`src/rtl/obj_fb_write_scheduler.sv`:
```
// Vertical-blanking frame-buffer writer for one 8x8 object: erases the previous
// position, then draws the new one, through a request/grant write port.
module obj_fb_write_scheduler #(
  parameter int         H_BYTES    = 80,
  parameter int         V_LINES    = 480,
  parameter int         OBJ_H      = 8,
  parameter logic [7:0] DRAW_DATA  = 8'hFF,
  parameter logic [7:0] ERASE_DATA = 8'h00
) (
  input  logic        CLOCK_50,
  input  logic        RESET,
  input  logic        VBLANK,
  input  logic [9:0]  OBJ_X,
  input  logic [9:0]  OBJ_Y,
  input  logic        FB_WR_GNT,
  output logic        FB_WR_EN,
  output logic [15:0] FB_WR_ADDR,
  output logic [7:0]  FB_WR_DATA,
  output logic        BUSY,
  output logic        FRAME_DONE
);

  localparam int ROW_W = (OBJ_H > 1) ? $clog2(OBJ_H) : 1;

  typedef enum logic [1:0] {S_IDLE, S_ERASE, S_DRAW, S_DONE} state_t;

  state_t             state_q, state_d;
  logic [ROW_W-1:0]   row_q, row_d;
  logic [15:0]        addr_q, addr_d;
  logic [7:0]         data_q, data_d;
  logic               wr_en_q, wr_en_d;
  logic               vblank_q;
  logic [6:0]         xb_q, xb_d, old_xb_q, old_xb_d;
  logic [9:0]         yl_q, yl_d, old_yl_q, old_yl_d;
  logic [15:0]        draw_base_q, draw_base_d, old_base_q, old_base_d;
  logic               have_old_q, have_old_d;

  logic               rise, accept, last_row;
  logic [6:0]         xb_c;
  logic [9:0]         yl_c;
  logic [15:0]        base_c;
  logic               unused_x_lsbs;

  assign unused_x_lsbs = ^OBJ_X[2:0];

  always_comb begin
    rise     = VBLANK && !vblank_q;
    accept   = wr_en_q && FB_WR_GNT;
    last_row = (row_q == ROW_W'(OBJ_H - 1));
    xb_c     = (OBJ_X[9:3] > 7'(H_BYTES - 1)) ? 7'(H_BYTES - 1) : OBJ_X[9:3];
    yl_c     = (OBJ_Y > 10'(V_LINES - OBJ_H)) ? 10'(V_LINES - OBJ_H) : OBJ_Y;
    base_c   = 16'(yl_c) * 16'(H_BYTES) + 16'(xb_c);
  end

  always_comb begin
    state_d     = state_q;
    row_d       = row_q;
    addr_d      = addr_q;
    data_d      = data_q;
    wr_en_d     = wr_en_q;
    xb_d        = xb_q;
    yl_d        = yl_q;
    draw_base_d = draw_base_q;
    old_xb_d    = old_xb_q;
    old_yl_d    = old_yl_q;
    old_base_d  = old_base_q;
    have_old_d  = have_old_q;

    case (state_q)
      S_IDLE: begin
        wr_en_d = 1'b0;
        if (rise) begin
          xb_d        = xb_c;
          yl_d        = yl_c;
          draw_base_d = base_c;
          row_d       = '0;
          wr_en_d     = 1'b1;
          if (have_old_q && (xb_c != old_xb_q || yl_c != old_yl_q)) begin
            state_d = S_ERASE;
            addr_d  = old_base_q;
            data_d  = ERASE_DATA;
          end else begin
            state_d = S_DRAW;
            addr_d  = base_c;
            data_d  = DRAW_DATA;
          end
        end
      end
      // Request tracks VBLANK so a blanking gap pauses without losing position.
      S_ERASE: begin
        wr_en_d = VBLANK;
        if (accept) begin
          if (last_row) begin
            state_d = S_DRAW;
            row_d   = '0;
            addr_d  = draw_base_q;
            data_d  = DRAW_DATA;
          end else begin
            row_d  = row_q + 1'b1;
            addr_d = addr_q + 16'(H_BYTES);
          end
        end
      end
      S_DRAW: begin
        wr_en_d = VBLANK;
        if (accept) begin
          if (last_row) begin
            state_d    = S_DONE;
            wr_en_d    = 1'b0;
            old_xb_d   = xb_q;
            old_yl_d   = yl_q;
            old_base_d = draw_base_q;
            have_old_d = 1'b1;
          end else begin
            row_d  = row_q + 1'b1;
            addr_d = addr_q + 16'(H_BYTES);
          end
        end
      end
      default: begin
        wr_en_d = 1'b0;
        state_d = S_IDLE;
      end
    endcase
  end

  always_ff @(posedge CLOCK_50) begin
    if (!RESET) begin
      state_q     <= S_IDLE;
      row_q       <= '0;
      addr_q      <= '0;
      data_q      <= '0;
      wr_en_q     <= 1'b0;
      vblank_q    <= 1'b0;
      xb_q        <= '0;
      yl_q        <= '0;
      draw_base_q <= '0;
      old_xb_q    <= '0;
      old_yl_q    <= '0;
      old_base_q  <= '0;
      have_old_q  <= 1'b0;
    end else begin
      state_q     <= state_d;
      row_q       <= row_d;
      addr_q      <= addr_d;
      data_q      <= data_d;
      wr_en_q     <= wr_en_d;
      vblank_q    <= VBLANK;
      xb_q        <= xb_d;
      yl_q        <= yl_d;
      draw_base_q <= draw_base_d;
      old_xb_q    <= old_xb_d;
      old_yl_q    <= old_yl_d;
      old_base_q  <= old_base_d;
      have_old_q  <= have_old_d;
    end
  end

  assign FB_WR_EN   = wr_en_q;
  assign FB_WR_ADDR = addr_q;
  assign FB_WR_DATA = data_q;
  assign BUSY       = (state_q != S_IDLE);
  assign FRAME_DONE = (state_q == S_DONE);

endmodule
```
`config.mk`:
```
export PLATFORM = sky130hd
export DESIGN_NAME = obj_fb_write_scheduler
export DESIGN_NICKNAME = d
export VERILOG_FILES = /design/src/rtl/obj_fb_write_scheduler.sv
export SDC_FILE = /design/constraint.sdc
export NUM_CORES = 1
export LEC_CHECK = 0
export CAP_MARGIN = 30
export CORE_MARGIN = 1.5
export CORE_UTILIZATION = 30
export DETAILED_ROUTE_END_ITERATION = 16
export PLACE_DENSITY = 0.6
export SETUP_SLACK_MARGIN = 0.05
export SLEW_MARGIN = 20
export SYNTH_ARGS = -nofsm -noshare
export SYNTH_HDL_FRONTEND = slang
export SYNTH_SLANG_ARGS = --single-unit
```
`constraint.sdc`:
```
create_clock -name CLOCK_50 -period 12.4 [get_ports CLOCK_50]
set_input_delay 2.48 -clock CLOCK_50 [delete_from_list [all_inputs] [get_ports CLOCK_50]]
set_output_delay 2.48 -clock CLOCK_50 [all_outputs]
set_load 0.02 [all_outputs]
```
# Yosys cells after proc, flatten, opt, wreduce, memory -nomap -nowiden
# Index checks and enable logic that the tools add are counted.
# totals
regBits	98
latch_bits	0
ramBits	0
mem_bits_ro	0
output_inout_bits	27
word_cells	76
n_memories	0
# op_classes
addsub	3
mul	1
div	0
magnitude_cmp	2
eq_ne	12
n_shift	0
muxes	31
n_bitwise	0
n_reduce_logical	14
# ops
cell	n
$mux 16	6
$pmux 16 s3	1
$mux 8	4
$add 16x7->16	1
$add 16x7->16 const B	1
$pmux 8 s2	1
$mux 3	5
$mul 10x3->12 const B	1
$mux 2	6
$ne 2x2->1 const B	6
$gt 10x9->1 const B	1
$mux 10	1
$ne 10x10->1	1
$reduce_and 5->1	2
$pmux 3 s3	1
$gt 7x7->1 const B	1
$mux 7	1
$ne 7x7->1	1
$pmux 2 s3	1
$eq 2x2->1 const B	2
$reduce_and 4->1	1
$reduce_bool 2->1	2
$add 3x1->3 const B	1
$eq 3x3->1 const B	1
10 further kinds	14

# Depth between registers and ports, before layout
# logic_depth
word_depth	8
depth_mapped	14
mapped_depth_nobuf	13

# Worst setup path after synthesis
# No wires, ideal clock.
# synth_timing
path_type	input to register
startpoint	in OBJ_Y[5]
endpoint	reg addr_q[14], in the netlist FB_WR_ADDR[14]
arrival_time_ns	5.963
required_ns	12.340
setup_slack_ns	6.377
cell_stages	13
path_buffers	0
path_cell_list	nor4_2 o31a_1 nand2b_1 ha_1 ha_1 fa_1 a211oi_1 nor2_1 xnor2_1 or3b_2 or4_1 a31oi_1 o311a_1
# synth_between
elab_chain_cells	8
elab_cells_between_ends	10
# synth_lines
element	line	text
from (decl)	14	input logic [9:0] OBJ_Y,
$gt 10x9->1 *	51	yl_c = (OBJ_Y > 10'(V_LINES - OBJ_H)) ? 10'(V_LINES - OBJ_H) : OBJ_Y;
$mux 10 *	51	
via yl_c[3]	40	logic [9:0] yl_c;
parallel branches: the longest is 3 deep, another holds $add 16x7->16	n/a	
$mux 16 *	78	if (have_old_q && (xb_c != old_xb_q || yl_c != old_yl_q)) begin
$mux 16 *	72	if (rise) begin
$pmux 16 s3 *	69	case (state_q)
to (signal assigned)	145	addr_q <= addr_d;
to (decl)	29	logic [15:0] addr_q, addr_d;
# Mark *: on every way through the listed nets, which the timed path passes. The select of a mux whose other input is x is not followed.
# A chain may end at the register's enable or synchronous reset.

# Worst setup path in the final report
# layout_timing
startpoint	in OBJ_Y[8]
endpoint	reg addr_q[14], in the netlist FB_WR_ADDR[14]
# Same word-level chain as after synthesis.

==> metrics <==
sequential cell area 1662 µm²; syn_nets 686; Adder-Cell Fraction of Synth Area 0.07619; Chip Width between 100 and 150 µm; CP endpoint kind flip-flop; Inserted Diodes 0; Worst-Margin Slew 0.8096 ns; Finish-stage setup viols 0; largest family of logic cells by synthesized area compound AO/OA/AOI/OAI gates; Hold Fails Final Rpt 0; sequential area share after synthesis 0.3350; RSZ-0062 raised after global routing no; Die ar. 17,310 µm²; xor and xnor area share after synthesis 0.03708; Comb pwr share 0.450; crit path DAT around 7.0 ns; Post-CTS Repair Setup Buffers 0; Final period util 0.5403; Internal between 600 and 700 µW; initial drt markers between 300 and 400; Routed wire per std cell 15.22 µm; site row count 46; prevailing post-synth register cell dfxtp_1; clock latency at the later pin of the worst-skew pair approximately 0.34 ns; Clock Skew around 0.0076 ns; Synth Instances around 630; Die H 131.6 µm; Core ar. 16,000 µm²; Switching Share 0.4040; M3 GR Usage 0.03356; Seq pwr share 0.309; Slew HR 0.4577; gp weighted congestion 0.8212; footprint of the multi-input gates 3020 µm²; Max IR drop VDD between 0.08 and 0.09 mV; io pins slightly above 50; WL final about 13,000 µm; vias in the first global route 4,041; number of flops mapped to enable cells by yosys 0; layout net count around 710; R2R setup slack between 9 and 10 ns; post-layout min period 6.700 ns; TritonCTS Buffers 9; Leak roughly 0.0021 µW; Area Growth Syn to Fin 18.04%; met1 usage 0.2218; Fmax ~150 MHz; kind of critical path in -> reg; post-synthesis mux area share 0.02069; Starting Density 0.3100; Detail Route Antenna Nets 0; synthesis-stage register bit count 83; Setup WS pre-CTS 5.400 ns; HPWL Detailed 8775 µm; vias 4,546; Clk pwr share 0.241; DRC violation count after routing 0; Top Usage Layer GRT met2; Worst EP required about 13 ns; GRT overflow 0; antenna violations before repair 0; hold crit path type reg -> reg; setup TNS 0 ns; met2 Resource Use GR 0.2371; IO buf count 47; Synth async-reset ratio 0; clock tree sinks 83; power per cell area 198.5 nW/µm²; Placed Cells 859; CTS tree built; clock tree buffer depth 2; Sw Pwr roughly 470 µW; Yosys warnings 0; CTS H-tree lvls 3; CTS root buf clkbuf_16; fraction of layout cells with a size suffix above 1 0.05766; Pwr Total about 1200 µW; hold_buf cts 0; first-pass GRT wire length 22,050 µm; largest net degree at the start of global routing 48; Synth Area in Compound Gates 0.2515; count of final max-slew check failures 0; Max-Cap Viols 0; status complete, no violations; crit path max fanout 7; cell area after synthesis 4960 µm²; Final WS setup 5.700 ns; GRT Util Overall 0.1565; commonest non-fill, non-tap cell in the layout nand2_1; distinct cell type count after synthesis 68; commonest non-fill, non-tap cells in the layout 113 x nand2_1, 83 x dfxtp_1, 63 x a21oi_1; post_cts resized 0; routed vias/inst 5.195; Worst setup SP type input pin; Mean Syn Cell Area just under 8 µm²; Final Util 0.3659; # fillers 1,733; Worst-path clk slew about 0.06 ns; Post-Layout Cell Count 875; 1st-pass router iterations 5; Synth Area in Simple Gates 0.2202
-- synthesized netlist by cell type, types with 4 or more instances --
cell / number / area (µm²)
inv_1: 20 / 75.07
clkbuf_1: 32 / 120.1
nor2_1: 56 / 210.2
nand2b_1: 6 / 37.54
xnor2_1: 10 / 87.58
a31oi_1: 11 / 68.82
a211oi_1: 15 / 112.6
buf_4: 7 / 52.55
and3_1: 5 / 31.28
a21oi_1: 63 / 315.3
nand2_1: 113 / 424.2
o311ai_0: 4 / 35.03
mux2i_1: 8 / 80.08
dfxtp_1: 83 / 1662
ha_1: 27 / 337.8
nor2b_1: 4 / 25.02
o21ai_0: 28 / 140.1
nor3_1: 12 / 60.06
a311oi_1: 9 / 78.83
a21o_1: 4 / 30.03
o31ai_1: 5 / 37.54
o21a_1: 7 / 52.55
a22oi_1: 4 / 30.03
nand3_1: 14 / 70.07
xor2_1: 11 / 96.34
o211ai_1: 6 / 45.04
-- power by group through the flow --
| stage | sequential, µW | combinational, µW | clock, µW |
|---|---|---|---|
| after floorplan | 379 | 343 | 0 |
| after global placement | 364 | 518 | 0 |
| after detailed placement | 364 | 519 | 0 |
| after CTS | 359 | 521 | 286 |
| after global routing | 367 | 575 | 298 |
| final | 359 | 523 | 280 |
-- per-stage QoR --
step | hold slack (ns) | instance area [µm²]
2_1_floorplan | 0.4274 | 4960
3_3_place_gp | 0.4390 | 5547
3_5_place_dp | 0.4396 | 5547
4_1_cts | 0.4425 | 5854
5_1_grt | 0.4647 | 5854
6_report | 0.4465 | 5854
-- per-layer routing --
layer  part of all wire  vias to the layer above
met5                  0                        -
met4              0.014                        0
met3              0.043                       14
met2               0.44                       99
met1               0.51                     2140
li1                   -                     2293
-- sequential cells by signal, indices dropped and copies added, names as in the netlist --
register and count:
xb_q 7, state_q 2, old_base_q 12, FB_WR_ADDR 16, old_yl_q 10, FB_WR_EN 1, FB_WR_DATA 1, draw_base_q 12
old_xb_q 7, have_old_q 1, yl_q 10, vblank_q 1, row_q 3
-- cell families (layout without fill, tap and decap cells) --
logic type,count (synthesis),in the layout
DFF,83,83
other,1,1
buffers and inverters,64,90
muxes,10,10
AOI/OAI and AO/OA,189,189
xor gates and xnor gates,21,21
adders and majority gates,29,29
and+or+nand+nor,236,236
-- critical path, cell delays in order --
cell and delay (ns):
clkdlybuf4s50_1 0.58, nand3_1 0.25, o211ai_1 0.48, inv_1 0.13, ha_1 0.31, ha_1 0.23, fa_1 0.41, a211oi_1 0.39
nor2_1 0.12, xnor2_1 0.18, or3b_2 0.49, or4_1 0.54, a31oi_1 0.21, o311a_1 0.16
-- layout make-up --
type	instances	share of cell area
Clock buffer	15	0.04745
Clock inverter	1	0.005129
Inverter	21	0.01346
Multi-Input combinational cell	486	0.5159
Tap cell	216	0.04616
Timing Repair Buffer	53	0.08805
Sequential cell	83	0.2838
-- path summary, 6_finish.rpt --
check        cells past startpoint             end        from
max                             14  FB_WR_ADDR[14]    OBJ_Y[8]
min                              2     old_yl_q[9]     yl_q[9]
max reg2reg                      9  FB_WR_ADDR[10]  state_q[0]
min reg2reg                      2     old_yl_q[9]     yl_q[9]
Note: power is estimated with default switching activity, not from simulation.
